==> config.mk <==
export PLATFORM = sky130hd
export DESIGN_NAME = rover_motor_pwm
export DESIGN_NICKNAME = d
export VERILOG_FILES = /design/src/rtl/rover_motor_pwm.sv
export SDC_FILE = /design/constraint.sdc
export NUM_CORES = 1
export LEC_CHECK = 0
export BUFFER_PORTS_ARGS = -buffer_cell sky130_fd_sc_hd__buf_2
export CORE_AREA = 2 2 102 203
export DETAILED_ROUTE_END_ITERATION = 10
export DIE_AREA = 0 0 104 205
export PLACE_DENSITY = 0.9
export RECOVER_POWER = 100
export SETUP_SLACK_MARGIN = 0.1
export SYNTH_ARGS = -nofsm -noshare
export SYNTH_HDL_FRONTEND = slang
export SYNTH_SLANG_ARGS = --single-unit
export TNS_END_PERCENT = 20
==> constraint.sdc <==
create_clock -name OSCCLK -period 6.64 [get_ports OSCCLK]
set_input_delay 0.332 -clock OSCCLK [delete_from_list [all_inputs] [get_ports OSCCLK]]
set_output_delay 0.332 -clock OSCCLK [all_outputs]
set_load 0.05 [all_outputs]
==> src/rtl/rover_motor_pwm.sv <==
// Multi-channel signed-duty PWM generator with reversal deadtime and command watchdog.
// Optional build macro MOTOR_RAMP_EN: slew-limit the active duty by RAMP_STEP per PWM period.
module rover_motor_pwm #(
    parameter int  CHANNELS   = 6,
    parameter int  PWM_BITS   = 10,
    parameter int  PRESCALE   = 4,
    parameter int  WDT_CYCLES = 1000000,
    parameter int  RAMP_STEP  = 8,
    localparam int CHAN_W     = (CHANNELS > 1) ? $clog2(CHANNELS) : 1
) (
    input  logic                OSCCLK,
    input  logic                SYSRST,
    input  logic                cmd_valid,
    output logic                cmd_ready,
    input  logic [CHAN_W-1:0]   cmd_chan,
    input  logic [PWM_BITS:0]   cmd_duty,
    output logic [CHANNELS-1:0] pwm_out,
    output logic [CHANNELS-1:0] dir_out,
    output logic                period_start,
    output logic                cmd_err,
    output logic                wdt_timeout
);

    localparam int PRE_W = (PRESCALE > 1) ? $clog2(PRESCALE) : 1;
    localparam int WDT_W = (WDT_CYCLES > 1) ? $clog2(WDT_CYCLES) : 1;
    localparam logic [PRE_W-1:0]    PRE_LAST = PRE_W'(PRESCALE - 1);
    localparam logic [WDT_W-1:0]    WDT_LAST = WDT_W'(WDT_CYCLES - 1);
    localparam logic [CHAN_W:0]     CHAN_LIM = (CHAN_W + 1)'(CHANNELS);
    localparam logic [PWM_BITS-1:0] CNT_LAST = {PWM_BITS{1'b1}};
`ifdef MOTOR_RAMP_EN
    localparam bit RAMP_EN = 1'b1;
`else
    localparam bit RAMP_EN = 1'b0;
`endif
    // Without ramping the step exceeds any possible duty difference, so the duty jumps.
    localparam int STEP_I = RAMP_EN ? RAMP_STEP : (1 << PWM_BITS);
    localparam logic [PWM_BITS:0] STEP = (PWM_BITS + 1)'(STEP_I);

    typedef enum logic {ST_RUN = 1'b0, ST_DEAD = 1'b1} ch_state_e;

    function automatic logic [PWM_BITS-1:0] step_toward(input logic [PWM_BITS-1:0] cur,
                                                        input logic [PWM_BITS-1:0] tgt);
        logic [PWM_BITS:0] diff;
        if (tgt > cur) begin
            diff = {1'b0, tgt} - {1'b0, cur};
            step_toward = (diff > STEP) ? (cur + STEP[PWM_BITS-1:0]) : tgt;
        end else begin
            diff = {1'b0, cur} - {1'b0, tgt};
            step_toward = (diff > STEP) ? (cur - STEP[PWM_BITS-1:0]) : tgt;
        end
    endfunction

    logic                cmd_ready_q;
    logic [PRE_W-1:0]    pre_q, pre_d;
    logic [PWM_BITS-1:0] cnt_q, cnt_d;
    logic                period_start_q, period_start_d;
    logic                cmd_err_q, cmd_err_d;
    logic [WDT_W-1:0]    wdt_q, wdt_d;
    logic                wdt_timeout_q, wdt_timeout_d;
    logic [PWM_BITS-1:0] tgt_mag_q [CHANNELS];
    logic [PWM_BITS-1:0] tgt_mag_d [CHANNELS];
    logic [PWM_BITS-1:0] act_mag_q [CHANNELS];
    logic [PWM_BITS-1:0] act_mag_d [CHANNELS];
    ch_state_e           st_q [CHANNELS];
    ch_state_e           st_d [CHANNELS];
    logic [CHANNELS-1:0] tgt_dir_q, tgt_dir_d;
    logic [CHANNELS-1:0] dir_q, dir_d;
    logic [CHANNELS-1:0] pwm_q, pwm_d;

    logic                accept_s, chan_ok_s, tick_s, wrap_s, wdt_fire_s;
    logic [PWM_BITS:0]   abs_s;
    logic [PWM_BITS-1:0] cmd_mag_s;

    // Handshake decode, prescaler, period counter and watchdog next state.
    always_comb begin
        accept_s   = cmd_valid & cmd_ready_q;
        chan_ok_s  = ({1'b0, cmd_chan} < CHAN_LIM);
        abs_s      = cmd_duty[PWM_BITS] ? (~cmd_duty + (PWM_BITS + 1)'(1)) : cmd_duty;
        cmd_mag_s  = abs_s[PWM_BITS] ? {PWM_BITS{1'b1}} : abs_s[PWM_BITS-1:0];
        tick_s     = (pre_q == PRE_LAST);
        wrap_s     = tick_s && (cnt_q == CNT_LAST);
        pre_d      = tick_s ? {PRE_W{1'b0}} : (pre_q + PRE_W'(1));
        cnt_d      = tick_s ? (cnt_q + PWM_BITS'(1)) : cnt_q;
        period_start_d = wrap_s;
        cmd_err_d  = accept_s & ~chan_ok_s;
        wdt_fire_s = (wdt_q == WDT_LAST);
        if (accept_s) begin
            wdt_d         = {WDT_W{1'b0}};
            wdt_timeout_d = 1'b0;
        end else if (wdt_fire_s) begin
            wdt_d         = wdt_q;
            wdt_timeout_d = 1'b1;
        end else begin
            wdt_d         = wdt_q + WDT_W'(1);
            wdt_timeout_d = wdt_timeout_q;
        end
    end

    // Per-channel target capture and RUN/DEADTIME sequencing at period boundaries.
    always_comb begin
        tgt_dir_d = tgt_dir_q;
        dir_d     = dir_q;
        pwm_d     = {CHANNELS{1'b0}};
        for (int i = 0; i < CHANNELS; i++) begin
            tgt_mag_d[i] = tgt_mag_q[i];
            act_mag_d[i] = act_mag_q[i];
            st_d[i]      = st_q[i];
            // A command accepted together with a watchdog expiry still lands on its channel.
            if (accept_s && chan_ok_s && (cmd_chan == CHAN_W'(i))) begin
                tgt_mag_d[i] = cmd_mag_s;
                tgt_dir_d[i] = cmd_duty[PWM_BITS];
            end else if (wdt_fire_s) begin
                tgt_mag_d[i] = {PWM_BITS{1'b0}};
            end else begin
                tgt_mag_d[i] = tgt_mag_q[i];
            end
            if (wrap_s) begin
                case (st_q[i])
                    ST_RUN: begin
                        if ((tgt_mag_q[i] != {PWM_BITS{1'b0}}) && (tgt_dir_q[i] != dir_q[i])) begin
                            if (!RAMP_EN || (act_mag_q[i] == {PWM_BITS{1'b0}})) begin
                                st_d[i]      = ST_DEAD;
                                act_mag_d[i] = {PWM_BITS{1'b0}};
                            end else begin
                                act_mag_d[i] = step_toward(act_mag_q[i], {PWM_BITS{1'b0}});
                            end
                        end else begin
                            act_mag_d[i] = step_toward(act_mag_q[i], tgt_mag_q[i]);
                        end
                    end
                    ST_DEAD: begin
                        st_d[i]      = ST_RUN;
                        act_mag_d[i] = step_toward({PWM_BITS{1'b0}}, tgt_mag_q[i]);
                        dir_d[i]     = (tgt_mag_q[i] != {PWM_BITS{1'b0}}) ? tgt_dir_q[i] : dir_q[i];
                    end
                    default: begin
                        st_d[i]      = ST_RUN;
                        act_mag_d[i] = {PWM_BITS{1'b0}};
                    end
                endcase
            end else begin
                st_d[i] = st_q[i];
            end
            pwm_d[i] = (cnt_d < act_mag_d[i]);
        end
    end

    // State registers; PWM output computed from next-state so it lines up with the counter.
    always_ff @(posedge OSCCLK or negedge SYSRST) begin
        if (!SYSRST) begin
            cmd_ready_q    <= 1'b0;
            pre_q          <= {PRE_W{1'b0}};
            cnt_q          <= {PWM_BITS{1'b0}};
            period_start_q <= 1'b0;
            cmd_err_q      <= 1'b0;
            wdt_q          <= {WDT_W{1'b0}};
            wdt_timeout_q  <= 1'b0;
            tgt_dir_q      <= {CHANNELS{1'b0}};
            dir_q          <= {CHANNELS{1'b0}};
            pwm_q          <= {CHANNELS{1'b0}};
            for (int i = 0; i < CHANNELS; i++) begin
                tgt_mag_q[i] <= {PWM_BITS{1'b0}};
                act_mag_q[i] <= {PWM_BITS{1'b0}};
                st_q[i]      <= ST_RUN;
            end
        end else begin
            cmd_ready_q    <= 1'b1;
            pre_q          <= pre_d;
            cnt_q          <= cnt_d;
            period_start_q <= period_start_d;
            cmd_err_q      <= cmd_err_d;
            wdt_q          <= wdt_d;
            wdt_timeout_q  <= wdt_timeout_d;
            tgt_dir_q      <= tgt_dir_d;
            dir_q          <= dir_d;
            pwm_q          <= pwm_d;
            for (int i = 0; i < CHANNELS; i++) begin
                tgt_mag_q[i] <= tgt_mag_d[i];
                act_mag_q[i] <= act_mag_d[i];
                st_q[i]      <= st_d[i];
            end
        end
    end

    assign cmd_ready    = cmd_ready_q;
    assign pwm_out      = pwm_q;
    assign dir_out      = dir_q;
    assign period_start = period_start_q;
    assign cmd_err      = cmd_err_q;
    assign wdt_timeout  = wdt_timeout_q;

endmodule

==> impl_results.md <==
* TritonRoute pass-1 iters at 6
* Mapped Area at 0.01347 mm²
* Failing checks: capacitance limit, slew limit
* Layout area overhead at 6.621%
* Syn nets at 1,705
* Routed len/inst at 20.14 µm
* CP peak stage delay at 970 ps
* Slowest library cell on the worst path: clkbuf_1
* Rows at 73
* Critical Path Fanout Max at 18
* # port buffers at 32
* Ratio of final minimum period to clock period at 0.8052
* Cell Chain, Critical Path: ha_1, nand4_1, nor2_1, nand3_1, inv_1, clkbuf_1, o21ai_0, o221ai_1, nor2_1, a21oi_1, ha_1, a21o_1, a21oi_1, nor2b_1, o21ai_0, nand2b_1, a21oi_1, o21ai_0, nor3_1, o2bb2ai_1
* Max Slew Vio Count at 107
* Die area at 0.02132 mm²
* ANT cells at 0
* Critical path's top delay family: compound AO/OA/AOI/OAI gates
* Clk sinks at 180
* Area fraction in and, or, nand and nor cells after synthesis at 0.1667
* Largest net degree at the start of global routing at 85
* Max Clk Rate at 187.0 MHz
* Slew @ Worst Pin at 3375 ps
* Critical Path RT at 7020 ps
* Setup Total Neg Slack at 0 ps
* Status: complete, but fails checks
* Post-Syn Instances at 1,504
* CTS tree: built
* H-tree depth at 4
* Crit path kind: register to register
* Slew margin rel. at -1.250
* Via count at 11.72k
* Synth Area in Adders at 0.1742
* GPL Wtd Cong at 1.018
* Synthesized flop and latch total at 180
* Crit path launch type: register
* Post-synthesis mux area share at 0.01560
* Root Buffer: clkbuf_16
* Total wire length at 36.04 mm
* Synth Area in XOR/XNOR at 0.03705
* Die X at 104 µm
* Filler cell count at 1,429
* Worst hold-check slack at 178.8 ps
* P_leak at 6.804 nW
* GR Overflow Total at 0
* Clk Latency, worst-skew pair at 450 ps
* RSZ-0062 raised after global routing: no
* Vias in the first global route at 12.07k
* Worst Hold Class: input pin to register
* Endpoints failing hold at 0
* Largest family of logic cells by synthesized area: compound AO/OA/AOI/OAI gates
* Minimum clock period at 5346 ps
* Maxcap violations at 2
* Warnings, synthesis at 0
* Final setup vio count at 0
* Synth cell types at 96
* Hpwl dp at 26.05 mm
* Post-synthesis async set-or-reset flop share at 1.000
* Gr usage total at 0.3487
* Drt initial violations at 743
* Antenna violations before repair at 1
* Postcts setup bufs at 0
* Seq/Total Area, Yosys at 0.3343
* Top FF cell, synth: dfrtp_1
* Buf/Inv on CP at 2
* Vias per Instance at 6.549
* Highest ir drop seen on vdd at 0.2208 mV
* Share of layout cells above drive strength 1 at 0.06545
* DIE HEIGHT at 205 µm
* First-pass GRT wire length at 58.78 mm
* Resize count post-CTS at 0
* EDFF count, synth at 0
* Crit path DAT at 5720 ps
* Commonest cells after routing, fill and taps aside: dfrtp_1 (180), ha_1 (178), inv_1 (171)
* Skew final at 9.680 ps
* Max clock buf depth at 2
* Total core area at 0.01973 mm²
* Post-synthesis compound-gate area fraction at 0.2053
* Synthesized area per cell at 8.958 µm²
* Commonest non-fill, non-tap cell in the layout: dfrtp_1
* Final ANT Viol Nets at 0
* DRC at 0
* Clock slew at reported path FFs at 70 ps
* Initial Utilization at 0.6829
* Total CTS buffers at 17
* Final #Nets at 1,716
* Setup crit end kind: register
* PwrDens at 246.5 mW/mm²
* IO Pins at 33
-- per-layer routing --
layer	track usage	wire length, µm	vias up
li1	-	-	5358
met1	0.3467	12410	5726
met2	0.6342	18860	448
met3	0.07159	2027	188
met4	0.2582	2736	2
met5	0	12	-
-- sequential cells by signal, indices dropped and copies added (netlist names), 6 cells and up --
register   cells
act_mag_q     60
tgt_mag_q     60
wdt_q         20
cnt_q         10
dir_out        6
pwm_out        6
st_q           6
tgt_dir_q      6
-- Yosys cell counts (16+ instances only) --
library cell	instances	area, µm²
mux2_2	16	180.2
a21oi_1	70	350.3
nand2_1	62	232.7
a21o_1	43	322.8
nand4_1	21	131.4
o21ai_0	112	560.5
nor3_1	24	120.1
a22oi_1	28	210.2
nor2_1	99	371.6
xor2_1	25	219.0
clkbuf_1	31	116.4
ha_1	178	2227
nor2b_1	25	156.4
dfrtp_1	180	4504
xnor2_1	32	280.3
nand2b_1	17	106.4
inv_1	171	641.9
nand3_1	94	470.5
nor4_1	20	125.1
-- cells by family after synthesis --
| kind of cell | count (synthesis) |
|---|---|
| xor+xnor | 57 |
| buf+inv | 228 |
| compound gates | 401 |
| mux | 19 |
| simple gates | 434 |
| fa+ha+maj | 184 |
| flops | 180 |
| other cells | 1 |
-- worst paths after layout --
kind,startpoint,end,slack [ps],cells after the start
hold / removal,cmd_chan[2],cmd_err,180,2
hold reg to reg,pre_q[0],pre_q[0],440,1
max in group asynchronous,SYSRST,act_mag_q[52],2510,4
setup reg to reg,pre_q[0],pwm_out[3],1290,20
setup / recovery,pre_q[0],pwm_out[3],1290,20
min in group asynchronous,SYSRST,wdt_q[4],480,2
-- cell type report --
class | instances | area, µm² | area share
multi-input combinational | 1096 | 8010 | 0.5576
sequential | 180 | 4504 | 0.3136
inverter | 180 | 675.6 | 0.04703
clock buffer | 22 | 484.2 | 0.03371
tap | 262 | 327.8 | 0.02282
timing repair buffer | 40 | 195.2 | 0.01359
clock inverter | 10 | 167.7 | 0.01167
-- stage by stage --
stage | total power, W | util | setup slack [ps] | cells | instance area [µm²]
after floorplan | 0.002113 | - | 2530 | 1504 | 13470
after global placement | 0.002366 | 0.6997 | 2100 | 1757 | 13800
after detailed placement | 0.002410 | 0.6997 | 1932 | 1757 | 13800
after CTS | 0.003515 | 0.7333 | 1702 | 1790 | 14470
after global routing | 0.003714 | 0.7281 | 837.9 | 1790 | 14370
final | 0.003541 | 0.7281 | 1294 | 1790 | 14370
-- worst reg2reg max path: cells and delay by family (launching register included) --
kind,cells,cell delay [ps]
buf+inv,2,1310
simple gates,7,1020
flops,1,350
fa+ha+maj,2,570
compound gates,9,2010
-- report_power, final --
part           leakage [nW]  internal [W]  switching, W
sequential             2.41       0.00120      0.000160
clock                 0.317      0.000673      0.000437
combinational          4.08      0.000430      0.000646
-- timing repair --
item                                    4_1_cts  5_1_grt
hold buffers                                  1        0
hold endpoints to repair                     83        0
endpoints found under the setup margin        0        0
Note: power is estimated with default switching activity, not from simulation.
